### src/rtl/z80_busrq_arbiter.sv
// Round-robin arbiter that hands the Z80 bus to one of two DMA masters via nBUSRQ/nBUSACK.
// Define Z80_ARB_TIMEOUT_EN to add a hold-time limit of MAX_HOLD grant cycles.
module z80_busrq_arbiter #(
  parameter int MAX_HOLD = 255
) (
  input  logic       clk,
  input  logic       reset,
  input  logic [1:0] req,
  input  logic       nBUSACK,
  output logic       nBUSRQ,
  output logic [1:0] grant,
  output logic       busy,
  output logic       timeout_err
);

  typedef enum logic [1:0] {
    S_IDLE,
    S_REQUEST,
    S_GRANT,
    S_RELEASE
  } state_e;

  state_e state_q, state_d;
  logic   ack_meta_q, ack_sync_q;
  logic   ack;
  logic   owner_q, owner_d;
  logic   last_q, last_d;

`ifdef Z80_ARB_TIMEOUT_EN
  logic [7:0] hold_q, hold_d;
  logic       timeout_q, timeout_d;
  logic       hold_fire;

  // Last permitted grant cycle: the counter reads 0 on the first GRANT cycle.
  assign hold_fire   = (hold_q == 8'(MAX_HOLD - 1));
  assign timeout_err = timeout_q;
`else
  logic unused_max_hold;

  // MAX_HOLD only matters when the hold limit is built in.
  assign unused_max_hold = ^8'(MAX_HOLD);
  assign timeout_err     = 1'b0;
`endif

  assign ack = ~ack_sync_q;

  // NOTE: state is updated with non-blocking assignments so every register samples
  // pre-edge values; blocking here would make the result depend on statement order.
  always_ff @(posedge clk or posedge reset) begin
    if (reset) begin
      state_q    <= S_IDLE;
      ack_meta_q <= 1'b1;
      ack_sync_q <= 1'b1;
      owner_q    <= 1'b0;
      last_q     <= 1'b1;
`ifdef Z80_ARB_TIMEOUT_EN
      hold_q     <= 8'd0;
      timeout_q  <= 1'b0;
`endif
    end else begin
      state_q    <= state_d;
      ack_meta_q <= nBUSACK;
      ack_sync_q <= ack_meta_q;
      owner_q    <= owner_d;
      last_q     <= last_d;
`ifdef Z80_ARB_TIMEOUT_EN
      hold_q     <= hold_d;
      timeout_q  <= timeout_d;
`endif
    end
  end

  // NOTE: every signal assigned in a combinational block gets a default first,
  // otherwise a path that skips the assignment infers a latch.
  always_comb begin
    state_d = state_q;
    owner_d = owner_q;
    last_d  = last_q;
`ifdef Z80_ARB_TIMEOUT_EN
    hold_d    = hold_q;
    timeout_d = 1'b0;
`endif
    case (state_q)
      S_IDLE: begin
        if (|req) begin
          // On a tie the requester not served last wins.
          owner_d = (req == 2'b11) ? ~last_q : req[1];
          state_d = S_REQUEST;
        end
      end
      S_REQUEST: begin
`ifdef Z80_ARB_TIMEOUT_EN
        hold_d = 8'd0;
`endif
        if (ack) begin
          state_d = req[owner_q] ? S_GRANT : S_RELEASE;
        end
      end
      S_GRANT: begin
`ifdef Z80_ARB_TIMEOUT_EN
        hold_d = hold_q + 8'd1;
`endif
        if (!ack || !req[owner_q]) begin
          state_d = S_RELEASE;
        end
`ifdef Z80_ARB_TIMEOUT_EN
        else if (hold_fire) begin
          state_d   = S_RELEASE;
          timeout_d = 1'b1;
        end
`endif
      end
      S_RELEASE: begin
        if (!ack) begin
          state_d = S_IDLE;
          last_d  = owner_q;
        end
      end
      default: state_d = S_IDLE;
    endcase
  end

  // Outputs decode the state alone, so an async reset clears them immediately.
  always_comb begin
    nBUSRQ = 1'b1;
    grant  = 2'b00;
    busy   = (state_q != S_IDLE);
    case (state_q)
      S_REQUEST: nBUSRQ = 1'b0;
      S_GRANT: begin
        nBUSRQ = 1'b0;
        grant  = owner_q ? 2'b10 : 2'b01;
      end
      default: ;
    endcase
  end

endmodule

### config.mk
export PLATFORM = sky130hd
export DESIGN_NAME = z80_busrq_arbiter
export DESIGN_NICKNAME = d
export VERILOG_FILES = /design/src/rtl/z80_busrq_arbiter.sv
export SDC_FILE = /design/constraint.sdc
export NUM_CORES = 1
export LEC_CHECK = 0
export BUFFER_PORTS_ARGS = -buffer_cell sky130_fd_sc_hd__buf_2
export CORE_AREA = 2 2 39 41
export CTS_BUF_LIST = sky130_fd_sc_hd__clkbuf_4
export DETAILED_ROUTE_END_ITERATION = 8
export DIE_AREA = 0 0 41 43
export GPL_ROUTABILITY_DRIVEN = 0
export HOLD_SLACK_MARGIN = 0.06
export SLEW_MARGIN = 20
export SYNTH_ARGS = -nofsm -noshare
export SYNTH_HDL_FRONTEND = slang
export SYNTH_SLANG_ARGS = --single-unit
### constraint.sdc
create_clock -name clk -period 2.1 [get_ports clk]
set_input_delay 0.315 -clock clk [delete_from_list [all_inputs] [get_ports clk]]
set_output_delay 0.315 -clock clk [all_outputs]
set_load 0.005 [all_outputs]
### Word-level counts from Yosys, hierarchy flattened

Cells that the tools add are included.

| word-level totals | value |
|---|---|
| logic and storage cells | 36 |
| bits of input ports | 5 |
| flip-flop bits (word level) | 6 |

| operators by class | value |
|---|---|
| reductions and logical operators | 9 |
| $lt $le $gt $ge | 1 |
| bitwise logic cells | 1 |
| equality and inequality tests | 8 |
| multiplexer cells | 12 |

Operators by type and width:

| operator | count |
|---|---|
| 2-bit two-way mux | 6 |
| 2-bit inequality test (second input constant) | 4 |
| 2-bit one-hot mux with 4 select lines | 1 |
| 2-bit equality test (second input constant) | 3 |
| 1-bit two-way mux | 5 |
| 2-bit AND reduction | 2 |
| 4-bit AND reduction | 1 |
| 2-bit OR reduction | 2 |
| 2-bit by 1-bit equality test with 1-bit output (second input constant) | 1 |
| 2-bit logical NOT | 1 |
| 1-bit by 2-bit less-than comparator with 1-bit output (second input constant) | 1 |
| 2-bit nonzero test | 1 |
| 1-bit logical NOT | 1 |
| 1-bit logical OR | 1 |
| 1-bit inverter | 1 |

### Logic depth before layout (Yosys ltp)

Gate-level depths: netlist of the first run.

| logic depth | value |
|---|---|
| word-level depth | 6 |
| gate-level depth with buffers | 5 |
| depth with buffers taken out | 5 |

### Worst setup path after synthesis of the first run

OpenSTA, ideal clock, no wires.

| timing path | value |
|---|---|
| path kind | reg-to-reg |
| from | register state_q[0] |
| to | register state_q[0] |
| slack | 657 ps |
| clock period less this slack | 1,443 ps |
| path buffers | 0 |
| data required time | 2,021 ps |
| arrival time | 1,364 ps |
| cell stages (with the launch flop) | 6 |
| path through | dfrtp_1 -> inv_1 -> ha_1 -> or3b_1 -> o311ai_2 -> mux2i_1 |

| on the way | value |
|---|---|
| longest elaborated chain between the ends | 3 |
| elaborated cells on any way between the ends | 10 |
| those cells by class | eq/ne (7); mux (1); reduce/logical (2) |

RTL lines:

| item | RTL line | source |
|---|---|---|
| start: declaration | 23 | `state_e state_q, state_d;` |
| start signal: assignment | 61 | `state_q <= state_d;` |
| 2-bit equality test, or another cell as far along | 83 | `case (state_q)` |
| 2-bit inequality test (no line) | n/a |  |
| 4-bit AND reduction (no line) | n/a |  |

Parallel ways exist; a longest one is shown, timed or not.
A chain may end at the register's enable or synchronous reset.

### Final worst setup path of the first run

Ends and elaborated chain as after synthesis.

==> results of run 1 <==
-- critical path: stages (launching register included) --
cell and delay, ns:
dfrtp_1 0.42, inv_1 0.11, ha_1 0.24, or3b_1 0.38
o311ai_2 0.11, mux2i_1 0.25
-- metrics by stage --
stage	std cells	cell area (um2)
6_report	61	454
3_3_place_gp	56	414
2_1_floorplan	33	362
3_5_place_dp	56	414
4_1_cts	61	454
5_1_grt	61	454
-- cell type report --
class	instances	area [um2]
Tap cell	16	20.0
Clock buffer	4	30.0
Multi-Input combinational cell	20	178
Fill cell	144	930
Inverter	6	22.5
Sequential cell	6	154
Timing Repair Buffer	9	50.0
-- cell usage in the layout, fill, tap and decap left out, drive strengths merged, types with 3 or more instances in the layout --
cell type  count
nand2          3
mux2i          4
dfstp          3
ha             4
dfrtp          3
clkbuf         4
inv            6
buf            8
-- report_power, final --
| part | total (mW) | leakage (nW) | switching, mW | internal, mW |
|---|---|---|---|---|
| combinational | 0.295 | 0.144 | 0.143 | 0.152 |
| clock | 0.126 | 0.0184 | 0.0408 | 0.0848 |
| sequential | 0.210 | 0.0667 | 0.0412 | 0.169 |
| total | 0.631 | 0.229 | 0.225 | 0.406 |
-- final timing paths --
path	startpoint	to	slack, ns	cells after the start
worst max-delay path	state_q[0]	state_q[0]	0.51	5
worst min-delay path	nBUSACK	ack_meta_q	0.17	1
worst max register to register	state_q[0]	state_q[0]	0.51	5
worst min register to register	ack_meta_q	ack_sync_q	0.37	0
max in group asynchronous	reset	last_q	1.34	3
min in group asynchronous	reset	state_q[1]	0.51	3
-- cell families after synthesis --
logic type | after synthesis | share of synthesized area (%)
simple gates | 7 | 10.4
flops | 6 | 42.6
other cells | 1 | 1.04
mux | 5 | 14.2
buf+inv | 7 | 8.30
fa+ha+maj | 4 | 13.8
compound gates | 3 | 9.69
-- metal layers --
layer  track usage, %  vias to the layer above  wire, um
met5                0                        -         0
met4             10.0                        0         0
met3             1.57                        0        21
met2             11.9                        5       270
met1             6.95                      121       220
li1                 -                      129         -
-- sequential cells by signal, indices dropped and copies added (netlist names) --
name        flops
state_q         2
ack_meta_q      1
ack_sync_q      1
last_q          1
owner_q         1
==> flow_summary.yaml, run 1 <==
outcome:
  status: "finished clean"
yosys:
  yosys_warnings: 0
  synth-seq-cells: 6
  synth_area_leaders: "dfstp_2 22%, dfrtp_1 21%, ha_1 14%"
  synth_commonest_cells: "6 x inv_1, 4 x ha_1, 4 x mux2i_1"
  yosysTopAreaCell: "dfstp_2"
  synth_area_um2: 362
  synth.avg_cell_area_um2: 11.0
  synth_flop_cell: "dfstp_2"
  yosysMostFrequentCell: "inv_1"
  synth-edff-count: 0
  synth_fp_nets: 42
  async_reset_ff_share_pct: 100
  synth_seq_area_share_pct: 42.6
  synth_top_area_share_pct: 21.8
  netlist_instances: 33
  ys_types: 16
clock_tree:
  htreeDepth: 1
  clock-root-buffer: "clkbuf_4"
  cts_resized: 0
  clock_sinks: 6
  numCtsBuffers: 3
  path_clk_slew_ns: 0.05
  clk_latency_ns: 0.24
  cts_tree: "done"
  ctsHoldBuffers: 1
  postCtsSetupBuffers: 0
  clk_path_buf_depth: 2
job:
  maxCapViolations: 0
floorplanning:
  dieHeight_um: 43
  core_um2: 1380
  start_util_pct: 26.1
  pin_count: 10
  die_w_um: 41
  core.rowCount: 14
  dieArea_um2: 1760
setup_path:
  worstPathArrival_ns: 1.75
  cp_max_fo: 5
  end_kind: "register"
  path_class: "register to register"
  cp.required_ns: 2.26
  cp-start-kind: "register"
timing:
  timing.final.crit_period_ns: 1.59
  fmax_mhz: 628
  finalSetupViolCount: 0
  fin_skew_ns: 0.00994
  finalMaxSlewViolations: 0
  setup_ws_ns: 0.509
  grt_setup_unrepaired: "no"
  fin_hold_ws_ns: 0.166
  fin_setup_tns_ns: 0
  fin_crit_sh_pct: 75.8
  hold_viol: 0
grt:
  grt_max_degree: 7
  track_usage_pct: 7.80
  grt_pass1_vias: 253
  antenna_found_initial: 0
  grt_pass1_wl_um: 855
  grt-ovfl-total: 0
detailed_routing:
  via_count: 255
  first_pass_iters: 4
  viasPerCell: 4.18
  routed_wl_um: 512
  ant_nets: 0
  detail_route.iter0.violations: 2
  drcViolationCount: 0
  wire_per_inst_um: 8.39
power:
  power.total_mw: 0.631
  leakage_nw: 0.229
  power_density_nw_per_um2: 1390
  ir_drop_mv: 0.476
finish:
  antenna_cells: 0
  drive_above_1_share_pct: 37.8
  fin_nets: 55
  area_growth_pct: 25.6
  finalCoreUtilization_pct: 32.8
placed_design:
  dp_slack_ns: 0.483
  hpwl_um: 437
  numPortBuffers: 8
hold_path:
  holdCritPathClass: "primary input to register"
Note: power is estimated with default switching activity, not from simulation.
==> inputs of run 2 (changes only) <==
Clock period 2.1 ns to 1.5 ns, I/O delays scaled along.
==> flow_summary.yaml, run 2 (same netlist as run 1, synthesis figures left out) <==
clock_tree:
  clock-root-buffer: "clkbuf_4"
  cts_tree: "done"
  clk_latency_ns: 0.24
  clock_sinks: 6
  path_clk_slew_ns: 0.05
  clk_path_buf_depth: 2
  numCtsBuffers: 3
  htreeDepth: 1
grt:
  grt-ovfl-total: 0
  grt_pass1_wl_mm: 1.04
  met3_usage_pct: 4.71
  track_usage_pct: 9.29
  grt_pass1_vias: 282
  antenna_found_initial: 0
  grt_max_degree: 7
  met2_usage_pct: 14.7
  grt_busiest_layer: "met2"
  grt_use_met1_pct: 8.85
floorplanning:
  dieHeight_um: 43
  core.rowCount: 14
  start_util_pct: 26.1
  die_w_um: 41
  pin_count: 10
  core_um2: 1380
  dieArea_um2: 1760
setup_path:
  path_class: "register to output pin"
  cp_max_fo: 3
  critical-path-max-stage-delay_ns: 0.39
  crit_slowest_cell: "dfrtp_1"
  worstPathArrival_ns: 1.18
  crit_chain: "inv_2 -> ha_2 -> inv_1 -> nor2_1 -> buf_2"
  cp.required_ns: 1.27
  end_kind: "output pin"
  cp-start-kind: "register"
timing:
  finalSetupViolCount: 0
  fin_crit_sh_pct: 93.7
  finalMaxSlewViolations: 0
  timing.final.crit_period_ns: 1.41
  fin_hold_ws_ns: 0.0871
  hold_viol: 0
  fin_skew_ns: 0.00948
  fmax_mhz: 711
finish:
  fin_nets: 58
  antenna_cells: 0
  top_register: "state_q"
  n_fill_cell: 150
  final_cell_mix: "8 x buf_2, 4 x inv_1, 4 x clkbuf_4"
  largest_reg_flops: 2
  area_growth_pct: 41.2
  drive_above_1_share_pct: 56.3
  final_common_cell: "buf_2"
power:
  leakage_nw: 0.246
  power.total_mw: 1.04
  power.share.combinational_pct: 54.7
  power_frac_seq_pct: 28.2
  ir_drop_mv: 0.663
  p_clk_share_pct: 17.1
  switching_share_pct: 36.1
  power_density_nw_per_um2: 2030
  internal_power_mw: 0.662
  p_sw_mw: 0.374
detailed_routing:
  drcViolationCount: 0
  routed_wl_um: 622
  first_pass_iters: 2
  ant_nets: 0
  detail_route.iter0.violations: 3
  wire_per_inst_um: 9.72
  viasPerCell: 4.25
  via_count: 272
job:
  maxCapViolations: 0
hold_path:
  holdCritPathClass: "primary input to register"
outcome:
  status: "finished clean"
placed_design:
  numPortBuffers: 8
[run 2: cell count changes in the layout (fill, tap and decap cells not counted), sizes merged]
cell  before  now
buf        8   11
[run 2: power by group through the flow]
stage,clock network [mW],logic [mW],registers [mW]
2_1_floorplan,0,0.307,0.284
3_3_place_gp,0,0.484,0.286
3_5_place_dp,0,0.490,0.288
4_1_cts,0.186,0.493,0.285
5_1_grt,0.196,0.644,0.303
6_report,0.177,0.567,0.292
[run 2: worst paths after layout]
path                       slack [ns]  startpoint  depth (start not counted)    endpoint
min reg2reg                      0.35  ack_meta_q                          0  ack_sync_q
min                              0.09     nBUSACK                          1  ack_meta_q
max in group asynchronous        0.81       reset                          3  ack_meta_q
max reg2reg                      0.09  state_q[1]                          5  state_q[0]
max                              0.09  state_q[0]                          5    grant[0]
min in group asynchronous        0.43       reset                          3     owner_q
[run 2: layout make-up]
| type | count | area [um2] | share of cell area [%] |
|---|---|---|---|
| repair buffers | 12 | 72.6 | 14.2 |
| clock buffers | 4 | 30.0 | 5.88 |
| inverters | 6 | 22.5 | 4.41 |
| well taps | 16 | 20.0 | 3.92 |
| flip-flops and latches | 6 | 154 | 30.1 |
| multi-input cells | 20 | 211 | 41.4 |
[run 2: routing by layer]
layer	routed length, um	vias up
met5	0	-
met4	8	0
met3	24	2
met2	322	5
met1	266	129
li1	-	136
[run 2: worst max-delay path, delay by kind of cell (launching register included)]
kind	cells	cell delay (ns)
adder cells (fa/ha/maj)	1	0.18
AND/OR/NAND/NOR	1	0.08
buffers and inverters	3	0.29
flip-flops	1	0.39
[run 2: what timing repair did]
item / 4_1_cts / 5_1_grt
setup endpoints to repair: 0 / 3
hold buffers: 1 / 0
endpoints found under the hold margin: 3 / 0
buffers inserted: 0 / 0
gates resized for setup: 0 / 9
[run 2: stage by stage]
step                      TNS (ns)  area, um2  setup slack (ns)  instances  utilization, %
after global routing      -0.00239        510          -0.00239         64            36.9
after floorplan                  0        362            0.0569         33               -
final                            0        510            0.0942         64            36.9
after global placement           0        437            0.0631         59            31.6
after CTS                        0        477            0.0526         64            34.4
after detailed placement         0        437            0.0645         59            31.6
